File: config.mk
export PLATFORM = sky130hd
export DESIGN_NAME = lcd_ctrl
export DESIGN_NICKNAME = d
export VERILOG_FILES = /design/src/rtl/lcd_pkg.sv /design/src/rtl/lcd_timer.sv /design/src/rtl/lcd_ctrl.sv
export SDC_FILE = /design/constraint.sdc
export NUM_CORES = 1
export LEC_CHECK = 0
export CAP_MARGIN = 5
export CORE_MARGIN = 2
export CORE_UTILIZATION = 45
export DETAILED_ROUTE_END_ITERATION = 10
export GPL_TIMING_DRIVEN = 1
export MAX_ROUTING_LAYER = met4
export PLACE_DENSITY_LB_ADDON = 0.15
export SYNTH_ARGS = -nofsm -noshare
export SYNTH_HDL_FRONTEND = slang
export SYNTH_SLANG_ARGS = --single-unit
export TNS_END_PERCENT = 5
File: constraint.sdc
create_clock -name i_clk -period 3.9 [get_ports i_clk]
set_input_delay 0.78 -clock i_clk [delete_from_list [all_inputs] [get_ports i_clk]]
set_output_delay 0.78 -clock i_clk [all_outputs]
set_load 0.02 [all_outputs]
File: src/rtl/lcd_pkg.sv
// lcd_pkg: shared FSM states, HD44780 opcodes and init sequence for lcd_ctrl.
// LCD_INIT_EN adds the PWRUP/INIT states used by the power-on init sequence.
package lcd_pkg;
  typedef enum logic [2:0] {
    IDLE, SETUP, PULSE, HOLD, WAIT
`ifdef LCD_INIT_EN
    , PWRUP, INIT
`endif
  } state_t;
  localparam logic [7:0] CMD_CLEAR = 8'h01;
  localparam logic [7:0] CMD_HOME = 8'h02;
  localparam logic [7:0] INIT_FUNC_SET = 8'h38;
  localparam logic [7:0] INIT_DISP_ON = 8'h0C;
  localparam logic [7:0] INIT_ENTRY = 8'h06;
  localparam int INIT_LEN = 4;
  function automatic logic [7:0] init_byte(input logic [1:0] i);
    return i == 2'd0 ? INIT_FUNC_SET : i == 2'd1 ? INIT_DISP_ON : i == 2'd2 ? INIT_ENTRY : CMD_CLEAR;
  endfunction
  // Clear and home need the long execution wait.
  function automatic logic is_long(input logic rs, input logic [7:0] d);
    return !rs && (d == CMD_CLEAR || d == CMD_HOME);
  endfunction
endpackage

File: src/rtl/lcd_timer.sv
// lcd_timer: loadable down-counter; done is high while the count equals 1.
// Ports: clk, rst_n (async active-low), load, load_value [W], done.
module lcd_timer #(
  parameter int W = 8
) (
  input  logic         clk,
  input  logic         rst_n,
  input  logic         load,
  input  logic [W-1:0] load_value,
  output logic         done
);
  logic [W-1:0] count;
  always_ff @(posedge clk or negedge rst_n)
    if (!rst_n) count <= '0;
    else if (load) count <= load_value;
    else if (count != '0) count <= count - 1'b1;
  assign done = count == W'(1);
endmodule

File: src/rtl/lcd_ctrl.sv
// lcd_ctrl: HD44780-style write-only LCD strobe sequencer with per-command exec waits.
// Ports: i_clk, i_rst (async active-low); i_cmd_valid/o_cmd_ready/i_cmd_rs/i_cmd_data command
// handshake; o_busy = !o_cmd_ready; o_lcd_on/en/rs/rw/data panel pins.
// Define LCD_INIT_EN to add the power-up delay and the 0x38/0x0C/0x06/0x01 init sequence.
module lcd_ctrl
  import lcd_pkg::*;
#(
  parameter int unsigned SETUP_CYC = 2,
  parameter int unsigned PULSE_CYC = 12,
  parameter int unsigned HOLD_CYC = 2,
  parameter int unsigned EXEC_CYC = 2000,
  parameter int unsigned CLEAR_CYC = 82000,
  parameter int unsigned POWERUP_CYC = 2000000
) (
  input  logic       i_clk,
  input  logic       i_rst,
  input  logic       i_cmd_valid,
  output logic       o_cmd_ready,
  input  logic       i_cmd_rs,
  input  logic [7:0] i_cmd_data,
  output logic       o_busy,
  output logic       o_lcd_on,
  output logic       o_lcd_en,
  output logic       o_lcd_rs,
  output logic       o_lcd_rw,
  output logic [7:0] o_lcd_data
);
  localparam int unsigned MAX_CYC = CLEAR_CYC > POWERUP_CYC ? CLEAR_CYC : POWERUP_CYC;
  localparam int CW = $clog2(MAX_CYC + 1);
  localparam logic [CW-1:0] SETUP_L = CW'(SETUP_CYC);
  localparam logic [CW-1:0] PULSE_L = CW'(PULSE_CYC);
  localparam logic [CW-1:0] HOLD_L = CW'(HOLD_CYC);
  localparam logic [CW-1:0] EXEC_L = CW'(EXEC_CYC);
  localparam logic [CW-1:0] CLEAR_L = CW'(CLEAR_CYC);
`ifdef LCD_INIT_EN
  localparam logic [CW-1:0] PWRUP_L = CW'(POWERUP_CYC);
  localparam state_t RST_STATE = PWRUP;
  logic [2:0] idx;
`else
  localparam state_t RST_STATE = IDLE;
`endif
  state_t state, state_nx;
  logic on, accept, load, done, lcd_rs;
  logic [7:0] lcd_data;
  logic [CW-1:0] load_value;
  lcd_timer #(.W(CW)) u_timer (
    .clk       (i_clk),
    .rst_n     (i_rst),
    .load      (load),
    .load_value(load_value),
    .done      (done)
  );
  // on is the "out of reset for at least one edge" flag; it gates ready so reset forces ready low.
  assign o_cmd_ready = on && state == IDLE;
  assign accept = o_cmd_ready && i_cmd_valid;
  assign o_busy = !o_cmd_ready;
  assign o_lcd_on = on;
  assign o_lcd_en = state == PULSE;
  assign o_lcd_rs = lcd_rs;
  assign o_lcd_rw = 1'b0;
  assign o_lcd_data = lcd_data;
  always_comb begin
    state_nx = state;
    load = 1'b0;
    load_value = SETUP_L;
    case (state)
      IDLE: if (accept) begin
        state_nx = SETUP;
        load = 1'b1;
      end
      SETUP: if (done) begin
        state_nx = PULSE;
        load = 1'b1;
        load_value = PULSE_L;
      end
      PULSE: if (done) begin
        state_nx = HOLD;
        load = 1'b1;
        load_value = HOLD_L;
      end
      HOLD: if (done) begin
        state_nx = WAIT;
        load = 1'b1;
        load_value = is_long(lcd_rs, lcd_data) ? CLEAR_L : EXEC_L;
      end
`ifdef LCD_INIT_EN
      WAIT: if (done) state_nx = idx == 3'(INIT_LEN) ? IDLE : INIT;
      // The first edge after reset release loads the power-up delay.
      PWRUP: begin
        load = !on;
        load_value = PWRUP_L;
        if (on && done) state_nx = INIT;
      end
      INIT: begin
        state_nx = SETUP;
        load = 1'b1;
      end
`else
      WAIT: if (done) state_nx = IDLE;
`endif
      default: state_nx = IDLE;
    endcase
  end
  always_ff @(posedge i_clk or negedge i_rst)
    if (!i_rst) begin
      state <= RST_STATE;
      on <= 1'b0;
      lcd_rs <= 1'b0;
      lcd_data <= '0;
    end else begin
      state <= state_nx;
      on <= 1'b1;
      if (accept) begin
        lcd_rs <= i_cmd_rs;
        lcd_data <= i_cmd_data;
      end
`ifdef LCD_INIT_EN
      if (state == INIT) begin
        lcd_rs <= 1'b0;
        lcd_data <= init_byte(idx[1:0]);
      end
`endif
    end
`ifdef LCD_INIT_EN
  always_ff @(posedge i_clk or negedge i_rst)
    if (!i_rst) idx <= '0;
    else if (state == INIT) idx <= idx + 1'b1;
`endif
endmodule

==> key figures, run 1 <==
Outcome
  – Status: finished clean

Power and ir drop
  – Power per cell area: 744 nW/um^2
  – P_int: around 0.96 mW
  – Switching share of total power: 40.6%
  – Total power draw: roughly 1.6 mW
  – Clock share of power: roughly 15%
  – Psw: approximately 0.66 mW
  – Peak VDD IR: about 0.37 mV
  – Seq pwr share: between 40% and 50%
  – Static Leak: between 0.9 and 1 nW
  – Comb power frac: about 45%

STA
  – Final setup TNS: 0 ns
  – Final hold violations: 0
  – Peak Freq: approximately 350 MHz
  – Minimum clock period: ~2.8 ns
  – Least-Margin Pin Slew: just under 0.7 ns
  – Final Skew: between 0.007 and 0.008 ns
  – Min Hold Slack: between 0.5 and 0.6 ns
  – RSZ-0062 raised after global routing: false
  – Max Slew Vio Count: 0
  – Final Cycle Share: 72.9%
  – Final setup vio count: 0
  – Max_slew headroom: 54.2%

Clock network
  – Post-CTS sizing: 0
  – # hold bufs at CTS: 0
  – CTS clock-pin slew for the worst setup and hold paths: 0.07 ns
  – Postcts setup bufs: 0
  – Clock Latency Late Sink: around 0.29 ns
  – CTS tree: yes
  – H-tree Lvls: 2
  – CTS root buf: clkbuf_8
  – CTS Sinks: 34
  – Cts bufs inserted: 5
  – Clock buffer depth: 2

Synth
  – Synth Warn #: 0
  – Synth Instances: around 180
  – Prevailing post-synth register cell: dfrtp_1
  – Most numerous cell in the Yosys netlist: dfrtp_1
  – EDFF count, synth: 0
  – Cell taking the most area after synthesis: dfrtp_1
  – Flops & latches, synth: 34
  – Area contributors post-synth: dfrtp_1 47%, mux2_2 5.6%, xor2_1 5.3%
  – Synth top cells by count: 34 x dfrtp_1, 21 x nor2_1, 11 x xor2_1
  – Syn Area/Cell: roughly 10 um^2
  – Top cell type's share of synthesized area: between 40% and 50%
  – Synth unique cells: 44
  – Post-Syn Area: 1810 um^2
  – Register area share after synthesis: approximately 47%
  – Net Count, Synth: between 150 and 200
  – Asr flop ratio synth: 100%

Finish
  – Inserted Diodes: 0
  – Cell area after layout: approximately 2200 um^2
  – Nets: 221
  – Final std cells w/o fill: around 260
  – Layout area overhead: 20.1%
  – Layout cells sized above 1: 12.6%

Routing
  – Final wirelength: slightly above 4 mm
  – ANT nets after route: 0
  – Vias per cell: between 5 and 6
  – Initial DRC count: 160
  – First drt pass iteration count: 4
  – DRC viols: 0
  – WL per Instance: ~16 um
  – DR vias: roughly 1500

Worst setup path
  – Crit-path max FO: 7
  – Element type at the critical path start: flop
  – Arr. time, crit path: a little over 2 ns
  – Crit path kind: reg -> out
  – Crit end category: output pin
  – Req. time, crit path: 3.12 ns

GRT
  – Vias in the first global route: approximately 1500
  – GR Overflow Total: 0
  – First-pass GRT wire length: between 6 and 7 mm
  – Largest net degree at the start of global routing: 35
  – Initial antenna violation count: 0
  – GRT Total Usage: 21.0%

Placed design
  – Final Wtd Congestion: a little over 0.9
  – Placed inst area: 2100 um^2
  – Input/output buffers: 24
  – Post-DP HPWL: about 2.9 mm
  – Placed Cells incl. Taps: 249

Run
  – Maxcap violations: 0

Floorplan
  – Die Y: between 60 and 70 um
  – Die width: just under 70 um
  – Die area: about 4600 um^2
  – Area of the core region: 3940 um^2
  – Row count: 23
  – I/O pin count: 26
  – Starting density of the core: a little under half

Worst hold path
  – Hold crit path type: reg -> reg
-- power by group through the flow --
stage	clock [mW]	sequential (mW)	combinational, mW
3_3_place_gp	0	0.651	0.707
2_1_floorplan	0	0.676	0.457
4_1_cts	0.251	0.654	0.725
6_report	0.241	0.658	0.722
3_5_place_dp	0	0.659	0.714
5_1_grt	0.270	0.677	0.800
-- path summary, 6_finish.rpt --
path,from,slack (ns),depth (start not counted),endpoint
setup / recovery,state[0],1.06,2,o_cmd_ready
hold / removal,o_lcd_data[4],0.54,1,o_lcd_data[4]
hold reg to reg,o_lcd_data[4],0.54,1,o_lcd_data[4]
min in group asynchronous,i_rst,0.89,2,u_timer.count[15]
setup reg to reg,u_timer.count[5],1.14,5,u_timer.count[1]
max in group asynchronous,i_rst,2.69,2,o_lcd_data[5]
-- layout make-up --
| class | count | area [um^2] |
|---|---|---|
| clock buffers | 7 | 76.3 |
| fillers | 331 | 1760 |
| inverters | 3 | 11.3 |
| multi-input cells | 136 | 922 |
| flip-flops and latches | 34 | 851 |
| well taps | 50 | 62.6 |
| repair buffers | 26 | 255 |
-- cell usage in the layout, fill, tap and decap left out, types with 2 or more instances in the layout --
master and instances:
nand4b_1 2, or2_2 3, nor4_1 9, o211ai_1 3, conb_1 2, nand4_1 4
a21oi_1 2, clkbuf_1 2, dfrtp_1 34, nand2_1 10, clkdlybuf4s50_1 24, mux2_2 9
nor3_1 8, inv_1 3, buf_4 2, or3_1 4, nand3_1 4, or4_4 2
clkbuf_8 5, ha_1 3, nand2b_1 2, o21ai_0 10, nor2_1 21, xnor2_1 8
xor2_1 11
-- critical path: stages (launching register included) --
cell,delay (ns)
dfrtp_1,0.47
nor4b_1,0.59
clkdlybuf4s50_1,0.72
-- sequential cells by signal (all words and copies together), names as in the netlist --
signal,count
u_timer.count,21
state,3
o_lcd_on,1
o_lcd_data,8
o_lcd_rs,1
-- metrics by stage --
step	setup slack [ns]	util, %
floorplan	1.30	-
global placement	1.22	53.3
detailed placement	1.13	53.3
CTS	1.06	55.3
global route	0.938	55.3
finish	1.06	55.3
-- kinds of logic after synthesis --
| logic type | count (synthesis) | synth area share, % |
|---|---|---|
| AOI/OAI and AO/OA | 26 | 10.8 |
| DFF | 34 | 46.9 |
| adders and majority gates | 3 | 2.07 |
| muxes | 9 | 5.59 |
| other | 2 | 0.414 |
| buffers and inverters | 8 | 2.28 |
| and+or+nand+nor | 77 | 22.8 |
| xor gates and xnor gates | 19 | 9.17 |
-- routing by layer --
metal  track usage, %  vias to the layer above  routed length (um)
li1                 -                      692                   -
met4             11.5                        0                  98
met3             4.50                       15                 176
met2             33.6                       54                2010
met5                -                        -                   0
met1             24.4                      708                1740
Power figures use the tool's default switching activity.
==> inputs of run 2 (changes only) <==
clock period = 2.84 ns   (was 3.9 ns; I/O delays follow)
==> run 2 against run 1 <==
Worst hold slack improved by 0.0052 ns. Total power rose by 38%. Design area increased by 1.0%. Critical path type is now reg -> reg. Critical endpoint is now u_timer.count[3].
==> key figures, run 2 (synthesis results as in run 1) <==
Clock network
  – CTS root buf: clkbuf_8
  – Clock buffer depth: 2 (unchanged)
  – Cts bufs inserted: 5 (unchanged)
  – H-tree Lvls: 2 (unchanged)
  – CTS clock-pin slew for the worst setup and hold paths: 0.07 ns (about the same)
  – CTS tree: yes
  – Clock Latency Late Sink: 0.29 ns (about the same)
  – CTS Sinks: 34 (unchanged)

STA
  – Final Cycle Share: a little over nine tenths
  – Max Slew Vio Count: 0 (unchanged)
  – Minimum clock period: approximately 2.7 ns
  – Final hold violations: 0 (unchanged)
  – Least-Margin Pin Slew: 0.635 ns (-0.0499 ns)
  – Final setup TNS: 0 ns (unchanged)
  – Min Hold Slack: 0.541 ns (+0.00518 ns)
  – Peak Freq: 369 MHz
  – RSZ-0062 raised after global routing: false
  – Final setup vio count: 0 (unchanged)
  – Max_slew headroom: 57.3% (+3.1 points)
  – Final Skew: 0.00771 ns (+0.000515 ns)

Finish
  – Most flop-heavy register: u_timer.count
  – Nets: 223 (+0.90%)
  – Most frequent cells in the layout: 34 x dfrtp_1, 24 x clkdlybuf4s50_1, 21 x nor2_1
  – Inserted Diodes: 0 (unchanged)
  – Max reg flops: 21 (unchanged)
  – Layout cells sized above 1: 14.9% (+2.3 points)
  – Layout area overhead: 21.3%
  – Most common cell after layout, fill and taps aside: dfrtp_1
  – Fillers: 331 (unchanged)

Floorplan
  – Die area: 4560 um^2 (unchanged)
  – Die width: 67.5 um (unchanged)
  – I/O pin count: 26 (unchanged)
  – Area of the core region: 3940 um^2 (unchanged)
  – Row count: 23 (unchanged)
  – Die Y: 67.5 um (unchanged)
  – Starting density of the core: 46.0% (unchanged)

Power and ir drop
  – Seq pwr share: 40.3% (-0.3 points)
  – Psw: 0.910 mW (+38%)
  – Clock share of power: 15.0% (+0.2 points)
  – Static Leak: 0.933 nW (+1.7%)
  – Power per cell area: 1010 nW/um^2 (+36%)
  – Comb power frac: 44.7% (about the same)
  – Peak VDD IR: 0.565 mV (+52%)
  – Switching share of total power: 40.8% (+0.19 points)
  – P_int: 1.32 mW (+37%)

GRT
  – GR Overflow Total: 0 (unchanged)
  – First-pass GRT wire length: 6.80 mm (+0.82%)
  – Largest net degree at the start of global routing: 35 (unchanged)
  – Initial antenna violation count: 0 (unchanged)
  – Vias in the first global route: 1448 (-2.4%)
  – GRT Total Usage: 21.2% (+0.24 points)

Routing
  – First drt pass iteration count: 4 (unchanged)
  – Vias per cell: 5.67 (-1.2%)
  – Initial DRC count: 62 (-61%)
  – WL per Instance: 15.6 um (-0.65%)
  – DR vias: 1463 (-0.41%)
  – DRC viols: 0 (unchanged)
  – Final wirelength: 4.03 mm (+0.12%)
  – ANT nets after route: 0 (unchanged)

Placed design
  – Input/output buffers: 24 (unchanged)
  – Final Wtd Congestion: 0.876 (-5.4%)
  – Post-DP HPWL: 2.98 mm (+4.2%)

Worst setup path
  – Element type at the critical path start: flop
  – RR Endpoint: u_timer.count[3]
  – FF-to-FF setup slack: 0.13 ns (-1.01 ns)
  – Crit-path max FO: 10 (+3)
  – R2R cell count: 5 (unchanged)
  – Req. time, crit path: 2.99 ns (-0.13 ns)
  – Crit path kind: reg -> reg
  – Crit end category: flop
  – Reg2Reg Launch Point: u_timer.count[5]
  – Arr. time, crit path: 2.86 ns (+0.80 ns)

Worst hold path
  – Hold crit path type: reg -> reg
  – Hold Path Sink: o_lcd_data[6]
  – Hold Path Stages: 1 (unchanged)
  – Hold path start: o_lcd_data[6]

Outcome
  – Status: finished clean

Run
  – Maxcap violations: 0 (unchanged)
## run 2: cell types whose count changed in the layout (fill, tap and decap cells not counted), sizes merged
cell / change
clkbuf: -2
buf: +2
clkinv: +2
## run 2: worst max-delay path by stage
stage / startpoint / to / slack, ns / cells past startpoint
after global placement: u_timer.count[5] / u_timer.count[3] / 0.24 / 5
after floorplan: u_timer.count[5] / u_timer.count[1] / 0.30 / 6
after global routing: u_timer.count[5] / u_timer.count[3] / 0.03 / 5
final: u_timer.count[5] / u_timer.count[3] / 0.13 / 5
after CTS: u_timer.count[5] / u_timer.count[3] / 0.15 / 5
after detailed placement: u_timer.count[5] / u_timer.count[3] / 0.17 / 5
## run 2: what timing repair did
action | CTS | global route
buffers inserted | 0 | 0
setup endpoints to repair | 0 | 1
gates resized for setup | 0 | 1
hold buffers | 0 | 0
## run 2: worst max-delay path, stage by stage, from the launching register on
cell and delay (ns):
dfrtp_1 0.43, or4_4 0.57, or4_4 0.62, o41a_1 0.54
nand2_1 0.25, o221ai_1 0.16
## run 2: area by class of cell
class                   instances  area (um^2)  share of cell area [%]
multi-input cells             136          927                    42.1
flip-flops and latches         34          851                    38.7
repair buffers                 28          270                    12.3
clock buffers                   5         68.8                    3.13
well taps                      50         62.6                    2.84
inverters                       3         11.3                   0.512
clock inverters                 2         10.0                   0.455
## run 2: power by group through the flow
stage / clock network, mW / logic [mW] / registers, mW
finish: 0.334 / 0.997 / 0.898
global route: 0.371 / 1.10 / 0.939
CTS: 0.345 / 0.994 / 0.898
detailed placement: 0 / 0.985 / 0.905
global placement: 0 / 0.975 / 0.889
floorplan: 0 / 0.628 / 0.928
## run 2: metal layers
metal | track usage, % | routed length [um] | vias to the layer above
li1 | - | - | 702
met1 | 26.1 | 1710 | 700
met2 | 33.2 | 2010 | 51
met3 | 5.33 | 226 | 10
met4 | 8.67 | 84 | 0
met5 | - | 0 | -
## run 2: stage by stage
step | power (mW) | cells | setup WS [ns] | area, um^2 | utilization (%)
finish | 2.23 | 258 | 0.130 | 2200 | 55.8
global route | 2.41 | 258 | 0.0319 | 2200 | 55.8
CTS | 2.24 | 258 | 0.153 | 2200 | 55.7
detailed placement | 1.89 | 251 | 0.166 | 2120 | 53.7
global placement | 1.86 | 251 | 0.240 | 2120 | 53.7
floorplan | 1.56 | 178 | 0.296 | 1810 | -
==> inputs of run 3 (changes only) <==
PLACE_DENSITY = 0.68   (was not set)
PLACE_DENSITY_LB_ADDON = not set   (was 0.15)
==> run 3 against run 2 <==
Sequential power rose by 0.7%. Combinational power is 1% lower. Clock power hardly changed. Worst hold slack improved by 0.0048 ns. Register-to-register slack about the same. Via count shrank 0.75%. Die area unchanged. Critical path depth unchanged. Flip-flop and latch count is the same. First-iteration DRC count increased by 81%. Sequential share of layout area up 0.13 points. Clock skew rose by 0.0013 ns. Critical path type unchanged. Critical endpoint unchanged. Largest cell class unchanged. Largest power group unchanged.
==> key figures, run 3 (synthesis results as in run 1) <==
Outcome
  – Status: finished clean

Routing
  – Final wirelength: 3.90 mm (-3.3%)
  – WL per Instance: 15.1 um (-3.3%)
  – DRC viols: 0 (unchanged)
  – Vias per cell: 5.63 (-0.75%)
  – First drt pass iteration count: 4 (unchanged)
  – Initial DRC count: 112 (+81%)
  – ANT nets after route: 0 (unchanged)
  – DR vias: 1452 (-0.75%)

Floorplan
  – Row count: 23 (unchanged)
  – Die Y: 67.5 um (unchanged)
  – Area of the core region: 3940 um^2 (unchanged)
  – Starting density of the core: 46.0% (unchanged)
  – Die width: 67.5 um (unchanged)
  – I/O pin count: 26 (unchanged)
  – Die area: 4560 um^2 (unchanged)

GRT
  – Initial antenna violation count: 0 (unchanged)
  – Largest net degree at the start of global routing: 35 (unchanged)
  – GRT Total Usage: 20.6% (-0.63 points)
  – Vias in the first global route: 1421 (-1.9%)
  – GR Overflow Total: 0 (unchanged)
  – First-pass GRT wire length: 6.67 mm (-1.9%)

Clock network
  – CTS root buf: clkbuf_8
  – Cts bufs inserted: 5 (unchanged)
  – # hold bufs at CTS: 0 (unchanged)
  – H-tree Lvls: 2 (unchanged)
  – Clock Latency Late Sink: 0.28 ns (about the same)
  – Postcts setup bufs: 0 (unchanged)
  – CTS Sinks: 34 (unchanged)
  – Post-CTS sizing: 0 (unchanged)
  – Clock buffer depth: 2 (unchanged)
  – CTS tree: yes
  – CTS clock-pin slew for the worst setup and hold paths: 0.07 ns (about the same)

Finish
  – Most frequent cells in the layout: 34 x dfrtp_1, 24 x clkdlybuf4s50_1, 21 x nor2_1
  – Layout cells sized above 1: 13.5% (-1.4 points)
  – Most flop-heavy register: u_timer.count
  – Nets: 223 (unchanged)
  – Inserted Diodes: 0 (unchanged)
  – Cell area after layout: 2190 um^2 (-0.34%)
  – Max reg flops: 21 (unchanged)
  – Fin util: 55.6% (-0.19 points)
  – Layout area overhead: 20.9%
  – Most common cell after layout, fill and taps aside: dfrtp_1

Worst setup path
  – Element type at the critical path start: flop
  – Crit-path max FO: 10 (unchanged)
  – Crit end category: flop
  – Buf+Inv Stages, Crit Path: 0 (unchanged)
  – CP most frequent cell: or4_4
  – CP cell instances: or4_4 > or4_4 > o41a_1 > nand2_1 > o221ai_1
  – FF-to-FF setup slack: 0.14 ns (about the same)
  – CP max stage cell: or4_4
  – Reg2Reg Launch Point: u_timer.count[5]
  – Crit path max-delay family: simple AND/OR/NAND/NOR gates
  – R2R cell count: 5 (unchanged)
  – CP endpoint: u_timer.count[3]
  – Worst setup path start: u_timer.count[5]
  – Levels on crit path: 5 (unchanged)
  – Arr. time, crit path: 2.85 ns (about the same)
  – Req. time, crit path: 2.99 ns (about the same)
  – Crit path kind: reg -> reg
  – Critical path's largest stage delay: 0.61 ns (about the same)
  – RR Endpoint: u_timer.count[3]

Worst hold path
  – Hold crit path type: reg -> reg

STA
  – Final hold violations: 0 (unchanged)
  – Peak Freq: 371 MHz (+0.45%)
  – Final setup TNS: 0 ns (unchanged)
  – Least-Margin Pin Slew: 0.648 ns (+0.0131 ns)
  – Max_slew headroom: 56.2% (-1.1 points)
  – Minimum clock period: 2.70 ns (-0.0120 ns)
  – RSZ-0062 raised after global routing: false
  – Final Skew: 0.00905 ns (+0.00135 ns)
  – Max Slew Vio Count: 0 (unchanged)
  – Final setup vio count: 0 (unchanged)
  – Final Cycle Share: 95.0% (-0.42 points)

Power and ir drop
  – Static Leak: 0.927 nW (-0.60%)
  – Power per cell area: 1010 nW/um^2 (about the same)
  – Peak VDD IR: 0.463 mV (-18%)
  – Total power draw: 2.22 mW (-0.33%)

Placed design
  – Input/output buffers: 24 (unchanged)
  – Placed inst area: 2120 um^2 (unchanged)
  – Post-DP HPWL: 2.89 mm (-3.3%)
  – Final Wtd Congestion: 0.888 (+1.4%)

Run
  – Maxcap violations: 0 (unchanged)
## run 3: cell types whose count changed in the layout (fill, tap and decap cells not counted), sizes merged
cell	previous run	this run
clkinv	2	0
clkbuf	5	7
## run 3: how the worst min path moves through the flow
stage | from | end | slack (ns) | cells after the start
floorplan | i_rst | o_lcd_data[0] | 0.27 | 0
global placement | o_lcd_data[7] | o_lcd_data[7] | 0.52 | 1
detailed placement | o_lcd_data[3] | o_lcd_data[3] | 0.53 | 1
CTS | o_lcd_data[3] | o_lcd_data[3] | 0.55 | 1
global route | o_lcd_data[3] | o_lcd_data[3] | 0.57 | 1
finish | o_lcd_data[5] | o_lcd_data[5] | 0.55 | 1
## run 3: power by group
part,internal (mW),switching (mW)
Sequential,0.681,0.223
Clock,0.169,0.163
Combinational,0.473,0.513
## run 3: area by class of cell
cell class	count	area, um^2
well taps	50	62.6
repair buffers	28	270
multi-input cells	136	922
fillers	344	1750
flip-flops and latches	34	851
inverters	3	11.3
clock buffers	7	76.3
## run 3: routing by layer
layer	up-vias	GRT usage, %	share of wire [%]
met2	32	32.5	47
li1	700	-	-
met4	0	6.12	1.6
met5	-	-	0
met1	711	25.6	47
met3	9	6.00	4.2
## run 3: per-stage QoR
stage               hold slack [ns]  worst slack, ns  instances
floorplan                     0.272            0.296        178
global placement              0.519            0.245        251
detailed placement            0.526            0.151        251
CTS                           0.546            0.151        258
global route                  0.572           0.0340        258
finish                        0.546            0.142        258
